`src/rtl/fixpdiv_seq.sv`:
```
// Sequential signed fixed-point divider (radix-2 restoring), o = a / b.
// Operands and result share the IW.FW two's-complement format of fixpmul.
// Latency: input accepted at edge k gives out_valid from edge k+N+1 (N = W+FW).
// Optional macro FIXPDIV_ROUND_EN: round to nearest (ties away from zero)
// instead of truncating toward zero.
module fixpdiv_seq #(
    parameter int unsigned IW = 8,
    parameter int unsigned FW = 0
) (
    input  logic             clk,
    input  logic             rst,
    input  logic             in_valid,
    output logic             in_ready,
    input  logic [IW+FW-1:0] a,
    input  logic [IW+FW-1:0] b,
    output logic             out_valid,
    input  logic             out_ready,
    output logic [IW+FW-1:0] o,
    output logic             ovf,
    output logic             div0
);

    localparam int unsigned W  = IW + FW;
    localparam int unsigned N  = W + FW;
    localparam int unsigned CW = $clog2(N + 1);

    // Quotient magnitude limits for positive and negative results.
    localparam logic [N:0]   QPos = (N+1)'((64'd1 << (W - 1)) - 64'd1);
    localparam logic [N:0]   QNeg = (N+1)'(64'd1 << (W - 1));
    localparam logic [W-1:0] OMax = {1'b0, {(W-1){1'b1}}};
    localparam logic [W-1:0] OMin = {1'b1, {(W-1){1'b0}}};

    typedef enum logic [1:0] {StIdle, StRun, StDone} state_e;

    state_e         r_state, w_state_next;
    logic           r_sa, r_sb;
    logic [W:0]     r_mag_b;
    logic [N-1:0]   r_dvd;
    logic [W-1:0]   r_rem;
    logic [N-1:0]   r_quo;
    logic [CW-1:0]  r_cnt;
    logic [W-1:0]   r_o;
    logic           r_ovf, r_div0;

    logic [W-1:0]   w_mag_a;
    logic [W:0]     w_mag_b;
    logic [W:0]     w_shift;
    logic [W+1:0]   w_diff;
    logic [W-1:0]   w_rem_next;
    logic           w_qbit;
    logic [N:0]     w_q;
    logic           w_neg;
    logic [W-1:0]   w_res_o;
    logic           w_res_ovf, w_res_div0;

    // Magnitudes; |-2^(W-1)| fits as an unsigned W-bit value.
    assign w_mag_a = a[W-1] ? (~a + 1'b1) : a;
    assign w_mag_b = {1'b0, (b[W-1] ? (~b + 1'b1) : b)};

    // One restoring step: shift in the next dividend bit and trial-subtract.
    assign w_shift    = {r_rem, r_dvd[N-1]};
    assign w_diff     = {1'b0, w_shift} - {1'b0, r_mag_b};
    assign w_qbit     = ~w_diff[W+1];
    assign w_rem_next = w_diff[W+1] ? w_shift[W-1:0] : w_diff[W-1:0];

`ifdef FIXPDIV_ROUND_EN
    logic w_round_up;
    // Round half away from zero on the magnitude: 2*rem >= |b|.
    assign w_round_up = ({r_rem, 1'b0} >= r_mag_b);
    assign w_q        = {1'b0, r_quo} + {{N{1'b0}}, w_round_up};
`else
    assign w_q = {1'b0, r_quo};
`endif

    assign w_neg = r_sa ^ r_sb;

    // Sign restoration, saturation and divide-by-zero override of the final quotient.
    always_comb begin
        w_res_o    = '0;
        w_res_ovf  = 1'b0;
        w_res_div0 = 1'b0;
        if (r_mag_b == '0) begin
            w_res_div0 = 1'b1;
            w_res_o    = r_sa ? OMin : OMax;
        end else if (w_neg) begin
            if (w_q > QNeg) begin
                w_res_o   = OMin;
                w_res_ovf = 1'b1;
            end else begin
                w_res_o = ~w_q[W-1:0] + 1'b1;
            end
        end else begin
            if (w_q > QPos) begin
                w_res_o   = OMax;
                w_res_ovf = 1'b1;
            end else begin
                w_res_o = w_q[W-1:0];
            end
        end
    end

    // State register.
    always_ff @(posedge clk or posedge rst) begin
        if (rst) begin
            r_state <= StIdle;
        end else begin
            r_state <= w_state_next;
        end
    end

    // Next-state logic and handshake outputs.
    always_comb begin
        w_state_next = r_state;
        in_ready     = 1'b0;
        out_valid    = 1'b0;
        unique case (r_state)
            StIdle: begin
                in_ready = 1'b1;
                if (in_valid) w_state_next = StRun;
            end
            StRun: begin
                if (r_cnt == '0) w_state_next = StDone;
            end
            StDone: begin
                out_valid = 1'b1;
                if (out_ready) w_state_next = StIdle;
            end
            default: w_state_next = StIdle;
        endcase
    end

    // Datapath: operand capture, N iteration steps, then result capture on the extra cycle.
    always_ff @(posedge clk or posedge rst) begin
        if (rst) begin
            r_sa    <= 1'b0;
            r_sb    <= 1'b0;
            r_mag_b <= '0;
            r_dvd   <= '0;
            r_rem   <= '0;
            r_quo   <= '0;
            r_cnt   <= '0;
            r_o     <= '0;
            r_ovf   <= 1'b0;
            r_div0  <= 1'b0;
        end else begin
            unique case (r_state)
                StIdle: begin
                    if (in_valid) begin
                        r_sa    <= a[W-1];
                        r_sb    <= b[W-1];
                        r_mag_b <= w_mag_b;
                        r_dvd   <= N'(w_mag_a) << FW;
                        r_rem   <= '0;
                        r_quo   <= '0;
                        r_cnt   <= CW'(N);
                    end
                end
                StRun: begin
                    if (r_cnt != '0) begin
                        r_rem <= w_rem_next;
                        r_quo <= {r_quo[N-2:0], w_qbit};
                        r_dvd <= {r_dvd[N-2:0], 1'b0};
                        r_cnt <= r_cnt - 1'b1;
                    end else begin
                        r_o    <= w_res_o;
                        r_ovf  <= w_res_ovf;
                        r_div0 <= w_res_div0;
                    end
                end
                default: ;
            endcase
        end
    end

    assign o    = r_o;
    assign ovf  = r_ovf;
    assign div0 = r_div0;

endmodule

```
`config.mk`:
```
export PLATFORM = sky130hd
export DESIGN_NAME = fixpdiv_seq
export DESIGN_NICKNAME = d
export VERILOG_FILES = /design/src/rtl/fixpdiv_seq.sv
export SDC_FILE = /design/constraint.sdc
export NUM_CORES = 1
export LEC_CHECK = 0
export ABC_AREA = 1
export BUFFER_PORTS_ARGS = -buffer_cell sky130_fd_sc_hd__buf_2
export CAP_MARGIN = 20
export CELL_PAD_IN_SITES_DETAIL_PLACEMENT = 0
export CELL_PAD_IN_SITES_GLOBAL_PLACEMENT = 1
export CORE_MARGIN = 10
export CORE_UTILIZATION = 43
export CTS_CLUSTER_SIZE = 20
export DETAILED_ROUTE_END_ITERATION = 16
export PLACE_DENSITY = 0.88
export RECOVER_POWER = 50
export SLEW_MARGIN = 15
export SYNTH_ARGS = -nofsm -noshare
export SYNTH_HDL_FRONTEND = slang
export SYNTH_SLANG_ARGS = --single-unit
```
`constraint.sdc`:
```
create_clock -name clk -period 1.8 [get_ports clk]
set_input_delay 0 -clock clk [delete_from_list [all_inputs] [get_ports clk]]
set_output_delay 0 -clock clk [all_outputs]
set_load 0.02 [all_outputs]
```
== Yosys cells after proc, flatten, opt, wreduce, memory -nomap -nowiden ==
Index checks and enable logic that the tools add are counted.
Widths: inputs -> output; s select.

* Output and inout port bits: 12
* Memory bits (read-only): 0
* Logic and storage cells: 69
* Bits in registers: 50
* Input bits: 20
* Memories: 0
* RAM bits: 0
* Latch bits: 0

* Magnitude comparators: 2
* Bitwise operators: 6
* Multipliers: 0
* $add $sub $neg: 5
* Multiplexer cells: 30
* Divide/modulo/power cells: 0
* Eq/ne operators: 6
* Reductions and logical operators: 9
* Shift-type cells: 0

{| class="wikitable"
|+ Operators by type and width
! cell !! count
|-
| $mux 8 || 13
|-
| $pmux 8 s2 || 3
|-
| $add 8x1->8 const B || 3
|-
| $not 8->8 || 3
|-
| $sub 9x8->10 || 1
|-
| $logic_not 9->1 || 1
|-
| $gt 8x7->1 const B || 1
|-
| $gt 8x8->1 const B || 1
|-
| $mux 4 || 2
|-
| $ne 2x2->1 const B || 4
|-
| $pmux 4 s2 || 1
|-
| $mux 1 || 7
|-
| $mux 2 || 3
|-
| $pmux 2 s3 || 1
|-
| $reduce_and 3->1 || 2
|-
| $logic_not 4->1 || 1
|-
| $reduce_and 2->1 || 2
|-
| $reduce_bool 4->1 || 1
|-
| $sub 4x1->4 const B || 1
|-
| $eq 2x1->1 const B || 1
|-
| $eq 2x2->1 const B || 1
|-
| $logic_not 2->1 || 1
|-
| $not 1->1 || 2
|-
| $reduce_bool 2->1 || 1
|-
| $xor 1x1->1 || 1
|}

== Depth between registers and ports, before layout ==
* Depth after elaboration: 5
* Gate-level depth with buffers: 12

== Worst setup path after synthesis ==
OpenSTA, ideal clock, no wires.

* Path type: reg2reg
* Start: register r_mag_b[3]
* End: register r_rem[7]
* Buffers on the path: 0
* Library setup time: 0.116 ns
* Stages on the path, launching flop included: 13
* Path slack: 0.177 ns
* Data required time: 1.684 ns
* Arrival: 1.507 ns
* Cells stage by stage: dfrtp_1 inv_1 ha_1 nand2_1 inv_1 nand2_1 nand2_1 nand2_2 nand3_2 nand2_2 nand2_1 nand2_1 nand2_1

* Word-level cells in the longest chain between the ends: 4

{| class="wikitable"
|+ Ends and longest elaborated chain
! item !! RTL line !! source
|-
| start: declaration || 37 || <nowiki>logic [W:0] r_mag_b;</nowiki>
|-
| start signal: assignment || 151 || <nowiki>r_mag_b <= w_mag_b;</nowiki>
|-
| $sub 9x8->10 || 62 || <nowiki>assign w_diff = {1'b0, w_shift} - {1'b0, r_mag_b};</nowiki>
|-
| $mux 8 || 64 || <nowiki>assign w_rem_next = w_diff[W+1] ? w_shift[W-1:0] : w_diff[W-1:0];</nowiki>
|-
| $mux 8 || 159 || <nowiki>if (r_cnt != '0) begin</nowiki>
|-
| $pmux 8 s2 || 146 || <nowiki>unique case (r_state)</nowiki>
|-
| end signal: assignment || 160 || <nowiki>r_rem <= w_rem_next;</nowiki>
|-
| end: declaration || 39 || <nowiki>logic [W-1:0] r_rem;</nowiki>
|}

Every way passes these cells. The select of a mux whose other input is x is not followed.
A chain may end at the register's enable or synchronous reset.

== Final worst setup path ==
* Start: register r_dvd[7]
* End: register r_rem[4]

* Word-level cells in the longest chain between the ends: 4

{| class="wikitable"
|+ Ends and longest elaborated chain
! item !! RTL line !! source
|-
| start: declaration || 38 || <nowiki>logic [N-1:0] r_dvd;</nowiki>
|-
| start signal: assignment || 152 || <nowiki>r_dvd <= N'(w_mag_a) << FW;</nowiki>
|-
| start signal: assignment || 162 || <nowiki>r_dvd <= {r_dvd[N-2:0], 1'b0};</nowiki>
|-
| $sub 9x8->10 || 62 ||
|-
| $mux 8 || 64 ||
|-
| $mux 8 || 159 ||
|-
| $pmux 8 s2 || 146 ||
|}

Every way passes these cells. The select of a mux whose other input is x is not followed.

==> impl_metrics.tcl <==
set metrics [dict create \
    status "finished clean" \
    hp-class "primary input to register" \
    critical_path_class "register to register" \
    io_buffers 31 \
    tightest_slew_ns 1.22 \
    cts_num_sinks 50 \
    synthTopCellsByArea "dfrtp_1 38%, nand2_1 15%, inv_1 6.6%, nand3_1 5.4%, ha_1 5.0%" \
    grt_pass1_wl_um 13200 \
    dp_slack_ns 0.0170 \
    crit_buf_inv 2 \
    use_met2 0.218 \
    drt-total-wl_um 7490 \
    postSynthCellCount 442 \
    fin_nets 527 \
    drtPass1Iterations 4 \
    post_cts_buffers 0 \
    route.vias.total 2918 \
    critical_path.max_fanout 4 \
    setup_viol 0 \
    synth_cell_types 38 \
    wire_per_inst_um 12.6 \
    gr-usage-met3 0.0192 \
    final_hold_viol_count 0 \
    total_leakage_power_uw 0.00191 \
    report.final.slew_viol_count 0 \
    hpwl_um 5800 \
    grt_overflow_total 0 \
    crit_arrival_ns 1.87 \
    syn_area_per_cell_um2 7.36 \
    crit_top_cell "nand2_1" \
    globalRouteMet1Util 0.187 \
    fin_ws_ns 0.126 \
    fin_cells 593 \
    rows 31 \
    reg2regPathDepth 11 \
    hp-start "b[7]" \
    grt_busiest_layer "met2" \
    syn_area_um2 3250 \
    cp.required_ns 1.99 \
    clkLatencyLatePin_ns 0.30 \
    placed_cells 580 \
    cts-root-buf "clkbuf_8" \
    ys_top_cells_by_count "129 x nand2_1, 57 x inv_1, 50 x dfrtp_1, 35 x nand3_1, 33 x nor2_1" \
    clock.fmax_mhz 598 \
    holdPathStages 3 \
    min_to "r_mag_b[7]" \
    htreeDepth 2 \
    endpoint_kind "register" \
    die_area_um2 11400 \
    viasPerCell 4.92 \
    max_stage_delay_ns 0.37 \
    startpoint_type "register" \
    synth_top_cell_by_area "dfrtp_1" \
    antenna_found_initial 0 \
    final_antenna_net_count 0 \
    synth_edf_count 0 \
    cpMaxStageDelayCell "dfrtp_1" \
    synth_flop_cell "dfrtp_1" \
    die_x_um 107 \
    io_pins 32 \
    synth_warnings 0 \
    async_reset_ff_frac 1.00 \
    maxCapViolCount 0 \
    cts_buffers 5 \
    p_total_uw 7800 \
    grt_max_degree 51 \
    critPathTopFamily "adder cells" \
    reg2reg_from "r_dvd[7]" \
    syn_to_final_growth_pct 17.5 \
    clock_skew_ns 0.00705 \
    synth.most_common_cell "nand2_1" \
    p_per_area_nw_per_um2 2040 \
    first_global_vias 2876 \
    grt_use_total 0.137 \
    timing.final.crit_share 0.930 \
    gp_congestion 0.881 \
    peakVddDrop_uv 775 \
    clk_path_buf_depth 2 \
    syn_nets 476 \
    relSlewSlack 0.185 \
    diodes 0 \
    synth_seq_cells 50 \
    clk_pin_slew_ns 0.09 \
    dieHeight_um 107 \
    initial_core_util 0.446 \
    utilization 0.524 \
    r2r_setup_slack_ns 0.13 \
    coreArea_um2 7290 \
    finalWorstPathRequiredPeriod_ns 1.67 \
    drt_iter0_drc 97 \
    r2r_end "r_rem[4]" \
    cts_tree "yes" \
    ys_seq_area_frac 0.384 \
    drive_gt1_frac 0.164 \
    synth_top_area_share 0.384 \
    path_cells "inv_1 -> ha_1 -> inv_1 -> fa_2 -> nand3_1 -> nand3_1 -> xor2_1 -> nand2_1 -> nand2_1 -> nand2_1 -> nand2_1" \
    drc 0 \
]
## per-layer routing
layer,share of wire,vias to the layer above,wire length [µm]
met1,0.50,1317,3750
met5,0,-,0
met3,0.034,11,252
met4,0.017,0,129
li1,-,1533,-
met2,0.45,57,3360
## final cells by class
class,instances,area (µm²)
Sequential cell,50,1250
Multi-Input combinational cell,319,1770
Tap cell,99,124
Inverter,65,254
Clock buffer,7,86.3
Timing Repair Buffer,52,327
Clock inverter,1,8.76
Fill cell,753,3470
## layout by cell type, fill, tap and decap left out, types with 2 or more instances in the layout
cell type      instances
nand2_1              128
inv_1                 56
dfrtp_1               50
nand3_1               34
nor2_1                33
o21ai_0               24
buf_2                 21
o21ai_1               17
nand4_1               16
a21oi_1               13
buf_4                 13
clkbuf_1              11
ha_1                   9
xor2_1                 7
clkbuf_8               6
inv_2                  5
dlygate4sd3_1          5
inv_4                  4
ha_4                   4
nand2_2                3
nor2_2                 3
nand2_4                3
nor2_4                 2
nand3_2                2
nor2_8                 2
xnor2_1                2
o211ai_1               2
o31ai_2                2
## worst max path at each step
stage / startpoint / endpoint / slack, ns / cells after the start
after floorplan: r_mag_b[3] / r_rem[7] / 0.18 / 12
after global placement: r_cnt[0] / r_dvd[6] / 0.02 / 10
after detailed placement: r_cnt[0] / r_dvd[6] / 0.02 / 10
after CTS: r_cnt[0] / r_dvd[7] / 0.05 / 9
after global routing: r_dvd[7] / r_rem[4] / -0.02 / 11
final: r_dvd[7] / r_rem[4] / 0.13 / 11
## cell families (layout without fill, tap and decap cells)
kind of cell,count (synthesis),count (layout),share of synthesized area
AND/OR/NAND/NOR,230,230,0.321
AO/OA/AOI/OAI,65,65,0.116
buffers and inverters,73,125,0.0934
flip-flops,50,50,0.384
adder cells (fa/ha/maj),14,14,0.0561
XOR/XNOR,10,10,0.0292
## report_power, final
| part | leakage, µW | switching, µW | internal [µW] | total (µW) |
|---|---|---|---|---|
| registers | 0.000620 | 396 | 1660 | 2060 |
| clock network | 0.0000489 | 374 | 318 | 692 |
| logic | 0.00125 | 3090 | 1960 | 5050 |
## what timing repair did
item                       in CTS  in global routing
setup endpoints to repair       1                 13
gates resized for setup         1                 12
pin swaps                       0                  1
hold endpoints to repair       53                  0
hold buffers                    5                  0
## state kept, by name, summed over array words and instances, names as in the netlist, 2 cells and up
name,flops
r_rem,8
r_dvd,8
r_mag_b,8
r_cnt,4
o,8
r_quo,8
r_state,2
## stage by stage
| stage | setup TNS (ns) | hold WS (ns) | area (µm²) |
|---|---|---|---|
| after floorplan | 0 | 0.0863 | 3250 |
| after global placement | 0 | 0.188 | 3610 |
| after detailed placement | 0 | 0.193 | 3610 |
| after CTS | 0 | 0.00595 | 3760 |
| after global routing | -0.0157 | 0.0226 | 3820 |
| final | 0 | 0.0154 | 3820 |
## worst register-to-register path: cells and delay by family (launching register included)
family | cells | cell delay, ns
xor gates and xnor gates | 1 | 0.15
and+or+nand+nor | 6 | 0.39
buffers and inverters | 2 | 0.16
DFF | 1 | 0.37
adders and majority gates | 2 | 0.51
Power figures use the tool's default switching activity.
